===== src/rtl/uart_tx_arbiter.sv =====
// rtl/uart_tx_arbiter.sv - round-robin, packet-locking arbiter feeding one UART transmitter
// Each accepted byte is followed by a full frame of dead time before the next write.
module uart_tx_arbiter #(
  parameter int CLK_FREQ   = 50_000_000,
  parameter int BAUD       = 115200,
  parameter int FRAME_BITS = 10,
  parameter int N_REQ      = 4
) (
  input  logic                 clk,
  input  logic                 rst,
  input  logic [N_REQ-1:0]     req_valid_i,
  input  logic [8*N_REQ-1:0]   req_data_i,
  input  logic [N_REQ-1:0]     req_last_i,
  output logic [N_REQ-1:0]     req_ready_o,
  output logic [N_REQ-1:0]     grant_o,
  output logic                 busy_o,
  output logic [7:0]           tx_data_o,
  output logic                 tx_wr_en_o
);

  localparam int FRAME_CYCLES = (CLK_FREQ / BAUD) * FRAME_BITS;
  localparam int CW = $clog2(FRAME_CYCLES);
  localparam int PW = $clog2(N_REQ);
  localparam logic [CW-1:0] CNT_LOAD = CW'(FRAME_CYCLES - 1);
  localparam logic [PW-1:0] LAST_IDX = PW'(N_REQ - 1);

  typedef enum logic [1:0] {IDLE, HOLD, WAIT} state_t;

  state_t            r_state;
  logic [PW-1:0]     r_ptr;
  logic [PW-1:0]     r_owner;
  logic              r_last;
  logic [CW-1:0]     r_cnt;

  logic [PW-1:0]     w_winner;
  logic              w_found;
  logic [PW-1:0]     w_sel;
  logic [N_REQ-1:0]  w_ready;
  logic              w_accept;
  logic [7:0]        w_data;

  // Scan from the highest offset down so the nearest valid index at or after r_ptr wins.
  always_comb begin
    logic [PW-1:0] v_idx;
    int            v_sum;
    w_winner = r_ptr;
    w_found  = 1'b0;
    v_idx    = '0;
    v_sum    = 0;
    for (int k = N_REQ - 1; k >= 0; k--) begin
      v_sum = int'(r_ptr) + k;
      if (v_sum >= N_REQ) v_sum = v_sum - N_REQ;
      v_idx = PW'(v_sum);
      if (req_valid_i[v_idx]) begin
        w_winner = v_idx;
        w_found  = 1'b1;
      end
    end
  end

  always_comb begin
    w_ready = '0;
    w_sel   = r_owner;
    if (rst) begin
      case (r_state)
        IDLE: begin
          w_sel = w_winner;
          if (w_found) w_ready[w_winner] = 1'b1;
        end
        HOLD:    w_ready[r_owner] = req_valid_i[r_owner];
        default: w_ready = '0;
      endcase
    end
  end

  assign w_accept    = |w_ready;
  assign w_data      = req_data_i[{w_sel, 3'b000} +: 8];
  assign req_ready_o = w_ready;
  assign busy_o      = (r_state != IDLE);

  always_ff @(posedge clk or negedge rst) begin
    if (!rst) begin
      r_state    <= IDLE;
      r_ptr      <= '0;
      r_owner    <= '0;
      r_last     <= 1'b0;
      r_cnt      <= '0;
      grant_o    <= '0;
      tx_data_o  <= 8'h00;
      tx_wr_en_o <= 1'b0;
    end else begin
      tx_wr_en_o <= 1'b0;
      if (w_accept) begin
        tx_data_o  <= w_data;
        tx_wr_en_o <= 1'b1;
        r_owner    <= w_sel;
        r_last     <= req_last_i[w_sel];
        grant_o    <= N_REQ'(1) << w_sel;
        r_cnt      <= CNT_LOAD;
        r_state    <= WAIT;
      end else if (r_state == WAIT) begin
        if (r_cnt == '0) begin
          if (r_last) begin
            r_state <= IDLE;
            grant_o <= '0;
            r_ptr   <= (r_owner == LAST_IDX) ? '0 : r_owner + 1'b1;
          end else begin
            r_state <= HOLD;
          end
        end else begin
          r_cnt <= r_cnt - 1'b1;
        end
      end
    end
  end

endmodule


===== config.mk =====
export PLATFORM = sky130hd
export DESIGN_NAME = uart_tx_arbiter
export DESIGN_NICKNAME = d
export VERILOG_FILES = /design/src/rtl/uart_tx_arbiter.sv
export SDC_FILE = /design/constraint.sdc
export NUM_CORES = 1
export LEC_CHECK = 0
export CAP_MARGIN = 20
export CORE_MARGIN = 2
export CORE_UTILIZATION = 50
export CTS_BUF_LIST = sky130_fd_sc_hd__clkbuf_4
export CTS_CLUSTER_SIZE = 12
export DETAILED_ROUTE_END_ITERATION = 10
export PLACE_DENSITY = 0.83
export SYNTH_ARGS = -nofsm -noshare
export SYNTH_HDL_FRONTEND = slang
export SYNTH_SLANG_ARGS = --single-unit
export TNS_END_PERCENT = 10

===== constraint.sdc =====
create_clock -name clk -period 2.6 [get_ports clk]
set_clock_uncertainty 0.15 [all_clocks]
set_input_delay 0.26 -clock clk [delete_from_list [all_inputs] [get_ports clk]]
set_output_delay 0.26 -clock clk [all_outputs]
set_load 0.01 [all_outputs]

# --- After elaboration in Yosys (flattened, before gate mapping) ---
# Cells that the tools add are included.
totals:
  regBits: 33
  inputBits: 42
  wordCells: 97
  out_inout_bits: 18
op_classes:
  order_cmp: 13
  n_shift: 2
  n_mux: 46
  n_reduce_logical: 13
  add_sub_neg: 9
  bitwise: 2
  n_eq_ne: 4
op_table:
  columns: ["cell", "n"]
  rows:
  - ["$mux W13", 3]
  - ["$shiftx A32 B6 Y8", 1]
  - ["$mux W2", 14]
  - ["$mux W4", 6]
  - ["$lt A2 B3 Y1 const B", 7]
  - ["$mux W1", 14]
  - ["$logic_not A13 Y1", 1]
  - ["$sub A13 B1 Y13 const B", 1]
  - ["$bmux W1 S2", 6]
  - ["$ge A3 B3 Y1 const B", 3]
  - ["$pmux W4 S2", 1]
  - ["$reduce_bool A2 Y1", 4]
  - ["$sub A2 B1 Y2 const B", 4]
  - ["$add A2 B2 Y3 const B", 2]
  - ["$and A4 B4 Y4", 1]
  - ["$demux W1 S2", 2]
  - ["$eq A2 B2 Y1 const B", 2]
  - ["$ge A2 B1 Y1 const B", 2]
  - ["$reduce_and A2 Y1", 2]
  - ["$reduce_and A4 Y1", 1]
  - ["$reduce_or A4 Y1", 1]
  - ["$shl A1 B2 Y4 const A", 1]
  - ["$add A2 B1 Y3 const B", 1]
  - ["$ge A2 B3 Y1 const B", 1]
  - ["other kinds (7)", 8]

# --- Logic depth before layout (Yosys ltp) ---
depth:
  depth_word: 19
  ltp_mapped: 8
  ltp_nobuf: 7

# --- Worst setup path after synthesis ---
# OpenSTA, ideal clock, no wires.
synth_timing:
  kind: "register to register"
  startpoint: "reg r_state[1]"
  endpoint: "reg r_last"
  slack_ns: 0.229
  setup_time_ns: 0.123
  path_stages_with_launch: 8
  required_time_ns: 2.327
  arrival_time_ns: 2.099
  n_path_buf: 2
  cell_sequence: "dfrtp_1 -> buf_6 -> or3b_4 -> or3_4 -> o21ai_1 -> buf_4 -> mux2_2 -> o221a_2"
synth_between:
  elab_chain_len: 5
  word_cells_on_any_way: 9
  cone_classes: "eq/ne (1); mux (6); reduce/logical (2)"
synth_lines:
  columns: ["element", "line_no", "text"]
  rows:
  - ["start: declaration", "29", "state_t r_state;"]
  - ["start signal: assignment", "83", "r_state <= IDLE;"]
  - ["start signal: assignment", "100", "r_state <= WAIT;"]
  - ["start signal: assignment", "104", "r_state <= IDLE;"]
  - ["$logic_not A2 Y1", "65", "case (r_state)"]
  - ["$mux W2", "65", null]
  - ["$mux W2", "64", "if (rst) begin"]
  - ["$bmux W1 S2", "97", "r_last <= req_last_i[w_sel];"]
  - ["$mux W1 (not written as such)", "97", null]
  - ["end signal: assignment", "97", null]
  - ["end: declaration", "32", "logic r_last;"]
# Parallel ways exist; a longest one is shown, timed or not. The select of a mux whose other input is x is not followed.
# A chain may end at the register's enable or synchronous reset.

# --- Final worst setup path ---
layout_timing:
  startpoint: "reg r_state[1]"
  endpoint: "reg tx_data_o[6]"
layout_between:
  elab_chain_len: 4
  word_cells_on_any_way: 8
  cone_classes: "eq/ne (1); shift (1); mux (4); reduce/logical (2)"
layout_lines:
  columns: ["element", "line_no", "text"]
  rows:
  - ["$logic_not A2 Y1 / $eq A2 B1 Y1 (equally long branches)", "65", null]
  - ["$mux W2 / $pmux W4 S2 (equally long branches)", "65", null]
  - ["$mux W2 / $mux W4 (equally long branches)", "64", null]
  - ["$shiftx A32 B6 Y8 / $reduce_or A4 Y1 (equally long branches)", "77, 76", null]
  - ["end signal: assignment", "94", "tx_data_o <= w_data;"]
  - ["end: declaration", "17", "output logic [7:0] tx_data_o,"]
# Parallel ways exist; a longest one is shown, timed or not.

==> results by group <==
Run status
  – Run status: finished, final reports clean

Routing
  – Count of unresolved DRC violations after routing: 0
  – Iteration count of the initial detailed-routing pass: 4
  – Wire length after detailed routing: 5581 µm
  – Via count of the routed design: 2,097
  – Drt first-iter violations: 82
  – DRT antenna net count: 0
  – Average wire per standard cell: 15.86 µm
  – Drt via density: 5.957

Floorplan
  – Number of cell rows: 24
  – Initial core utilization: 0.5087
  – Core ar.: 4294 µm²
  – Die Y: 70.10 µm
  – Die Outline Area: 4914 µm²
  – Number of I/O pins: 60
  – Die outline width: 70.10 µm

Worst setup path
  – Critical Path Source Type: flip-flop
  – Setup Crit Path Kind: flip-flop to flip-flop
  – Worst path required time: 2690 ps
  – Worst Path Arrival: 2580 ps
  – Cell family with most CP delay: simple AND/OR/NAND/NOR gates
  – Peak per-stage delay on the critical path: 410 ps
  – CP max stage cell: sky130_fd_sc_hd__or3b_4
  – Highest fanout seen on the critical path: 7
  – Cell repeated most along the worst path: sky130_fd_sc_hd__buf_4
  – Cell Chain, Critical Path: buf_4 -> or3b_4 -> or3_4 -> o21ai_1 -> buf_4 -> mux2_2 -> o221a_2
  – Endpoint class of the critical path: flip-flop
  – Buffering stage count on the worst path with inverters included: 2

Layout
  – Final core occ: 0.7008
  – Share of cells above drive strength 1: 0.2033
  – Leading cell types in the layout, fill and taps excluded: sky130_fd_sc_hd__clkdlybuf4s50_1, sky130_fd_sc_hd__dfrtp_1, sky130_fd_sc_hd__buf_4
  – Commonest non-fill, non-tap cell in the layout: sky130_fd_sc_hd__clkdlybuf4s50_1
  – Final Instance Count excl. Fillers: 352
  – Fill count: 349
  – Non-Filler Cell Area, Final: 3009 µm²
  – Final antenna diode count: 0
  – Post-layout net count: 346
  – Area Overhead vs Synth: 37.74%

Yosys
  – Post-synthesis cell count: 225
  – Fraction of the yosys area taken by sequential cells: 0.3780
  – Avg Inst Size Synth: 9.709 µm²
  – Post-synthesis register bit count: 33
  – Yosys Warn Count: 0
  – Mux share of post-synthesis cell area: 0.06529
  – Fraction of synthesized cell area in xor and xnor cells: 0.02806
  – Synthesized area: 2185 µm²
  – Async set or reset register ratio after synthesis: 1.000
  – Post-synthesis share of cell area spent on full adders, half adders and majority gates: 0.02864
  – Number of distinct standard cells referenced by the synthesized netlist: 59
  – Compound-gate portion of the synthesized area: 0.2640
  – Main synth FF type: sky130_fd_sc_hd__dfrtp_1
  – Basic-gate share of the synthesized area counting and, or, nand and nor cells: 0.1770
  – Combinational family with the most area after synthesis: compound AO/OA/AOI/OAI gates
  – Number of synthesized flops with an enable pin: 0
  – Mapped Nets: 272

Global route
  – Tot GR Track Use: 0.2513
  – Initial antenna violation count: 0
  – Pin count of the biggest net entering global routing: 26
  – Remaining global-route overflow: 0
  – Vias in the first global route: 2,111
  – First-pass GRT wire length: 9832 µm

Placement
  – Number of buffers inserted by port buffering: 59
  – Inst Count DP: 342
  – Final estimated routing congestion in global placement: 0.9239
  – Half-perimeter wire length after placement: 4240 µm
  – Cell area after placement: 2894 µm²

Timing
  – Number of failing hold endpoints at the final stage: 0
  – Measured slew at the worst slew-check pin: 434.0 ps
  – Remaining max-slew budget at the tightest pin: 0.7080
  – Setup repair after global routing missed its margin: yes
  – Final setup viols: 0
  – Highest attainable clock frequency: 402.1 MHz
  – Pins Over Slew Limit: 0
  – Share of the cycle needed by the critical path after routing: 0.9564
  – Final critical-path required period: 2487 ps

Pwr
  – Part of the power in combinational logic: 0.275
  – Total design power: 0.001434 W
  – Share of total power in the clock network: 0.271
  – Power Internal: 0.001002 W
  – Static leakage: 1.221 nW
  – Worst IR drop on VDD: 0.3491 mV
  – Power per cell area: 476.5 nW/µm²
  – Net switching share of the total power: 0.3008
  – Relative contribution of sequential cells to total power: 0.455
  – Switching power summed over all nets: 0.0004313 W

CTS
  – Sink Count: 33
  – Clock-pin slew of the registers on the worst-case setup and hold paths: 110 ps
  – CTS tree: built
  – Skew-Pair Late Insertion Delay: 350 ps
  – H-tree Lvls: 2
  – CTS buffer count: 5
  – Maximum number of buffers from clock root to sink: 2
  – Buffer cell driving the clock tree root: sky130_fd_sc_hd__clkbuf_4

Run
  – Number of violations of the max-capacitance limit: 0

Min path
  – Worst min path class: input pin to async pin
==> layer usage <==
| layer | routed length (µm) | up-vias | track usage |
|---|---|---|---|
| li1 | - | 1013 | - |
| met1 | 2473 | 1003 | 0.3299 |
| met2 | 2660 | 65 | 0.3937 |
| met3 | 287 | 16 | 0.06349 |
| met4 | 160 | 0 | 0.1090 |
| met5 | 0 | - | 0 |
==> cell usage after synthesis (all sizes together) (5+ instances only) <==
master    n  share of area
mux2     10          0.052
o21ai     8          0.020
o2111ai   8          0.032
nor3      5          0.011
o211ai   13          0.047
a21oi     6          0.014
clkbuf    5         0.0092
or3       5          0.017
dfrtp    33           0.38
o221a     8          0.041
ha        5          0.029
inv      14          0.024
nand3     5          0.014
nand2    14          0.024
buf       7          0.026
nor2     16          0.029
nor2b     6          0.017
==> final cells by class <==
type	count	area, µm²	area share
multi-input cells	166	1252	0.4162
flip-flops and latches	33	827.0	0.2748
well taps	52	65.06	0.02162
clock buffers	5	37.54	0.01247
inverters	14	52.55	0.01746
clock inverters	3	41.29	0.01372
repair buffers	79	733.2	0.2437
==> tightest hold or removal path, stage by stage <==
cell and delay, ps:
sky130_fd_sc_hd__dlygate4sd3_1 510, sky130_fd_sc_hd__buf_2 130, sky130_fd_sc_hd__buf_4 210
==> state kept, by name, summed over array words and instances (netlist names) <==
register,count
grant_o,4
r_cnt,13
r_last,1
r_owner,2
r_ptr,2
r_state,2
tx_data_o,8
tx_wr_en_o,1
==> path summary, 6_finish.rpt <==
check / to / slack, ps / startpoint / cells after the start
worst max-delay path: tx_data_o[6]$_DFFE_PN0P_ / 110 / r_state[1]$_DFFE_PN0P_ / 7
worst min-delay path: r_cnt[12]$_DFFE_PN0P_ / 240 / rst / 3
worst max register to register: tx_data_o[6]$_DFFE_PN0P_ / 110 / r_state[1]$_DFFE_PN0P_ / 7
worst min register to register: tx_data_o[0]$_DFFE_PN0P_ / 340 / tx_data_o[0]$_DFFE_PN0P_ / 2
max in group asynchronous: r_cnt[2]$_DFFE_PN0P_ / 1490 / rst / 4
min in group clk: tx_data_o[0]$_DFFE_PN0P_ / 340 / tx_data_o[0]$_DFFE_PN0P_ / 2
==> cell families (layout without fill, tap and decap cells) <==
group / after synthesis / after routing
compound gates: 70 / 70
mux: 13 / 13
xor+xnor: 7 / 7
buf+inv: 26 / 101
flops: 33 / 33
fa+ha+maj: 5 / 5
simple gates: 71 / 71
==> what timing repair did <==
action	in CTS	in global routing
pin swaps	0	0
endpoints found under the setup margin	4	3
gates resized for setup	7	2
buffers inserted	1	0
endpoints found under the hold margin	8	0
hold buffers	1	0
==> power by group through the flow <==
stage / registers, W / logic, W / clock network [W]
6_report: 0.000652 / 0.000394 / 0.000388
5_1_grt: 0.000663 / 0.000433 / 0.000421
4_1_cts: 0.000652 / 0.000398 / 0.000393
3_5_place_dp: 0.000661 / 0.000393 / 0
3_3_place_gp: 0.000660 / 0.000373 / 0
2_1_floorplan: 0.000656 / 0.000219 / 0
==> metrics by stage <==
step	TNS (ps)	worst slack [ps]	hold slack, ps
final	0	113.3	242.3
after global routing	-6.395	-6.395	223.9
after CTS	0	112.4	237.2
after floorplan	0	228.7	-185.6
after global placement	-0.4357	-0.4357	91.62
after detailed placement	-155.8	-66.00	93.06
Power figures use the tool's default switching activity.
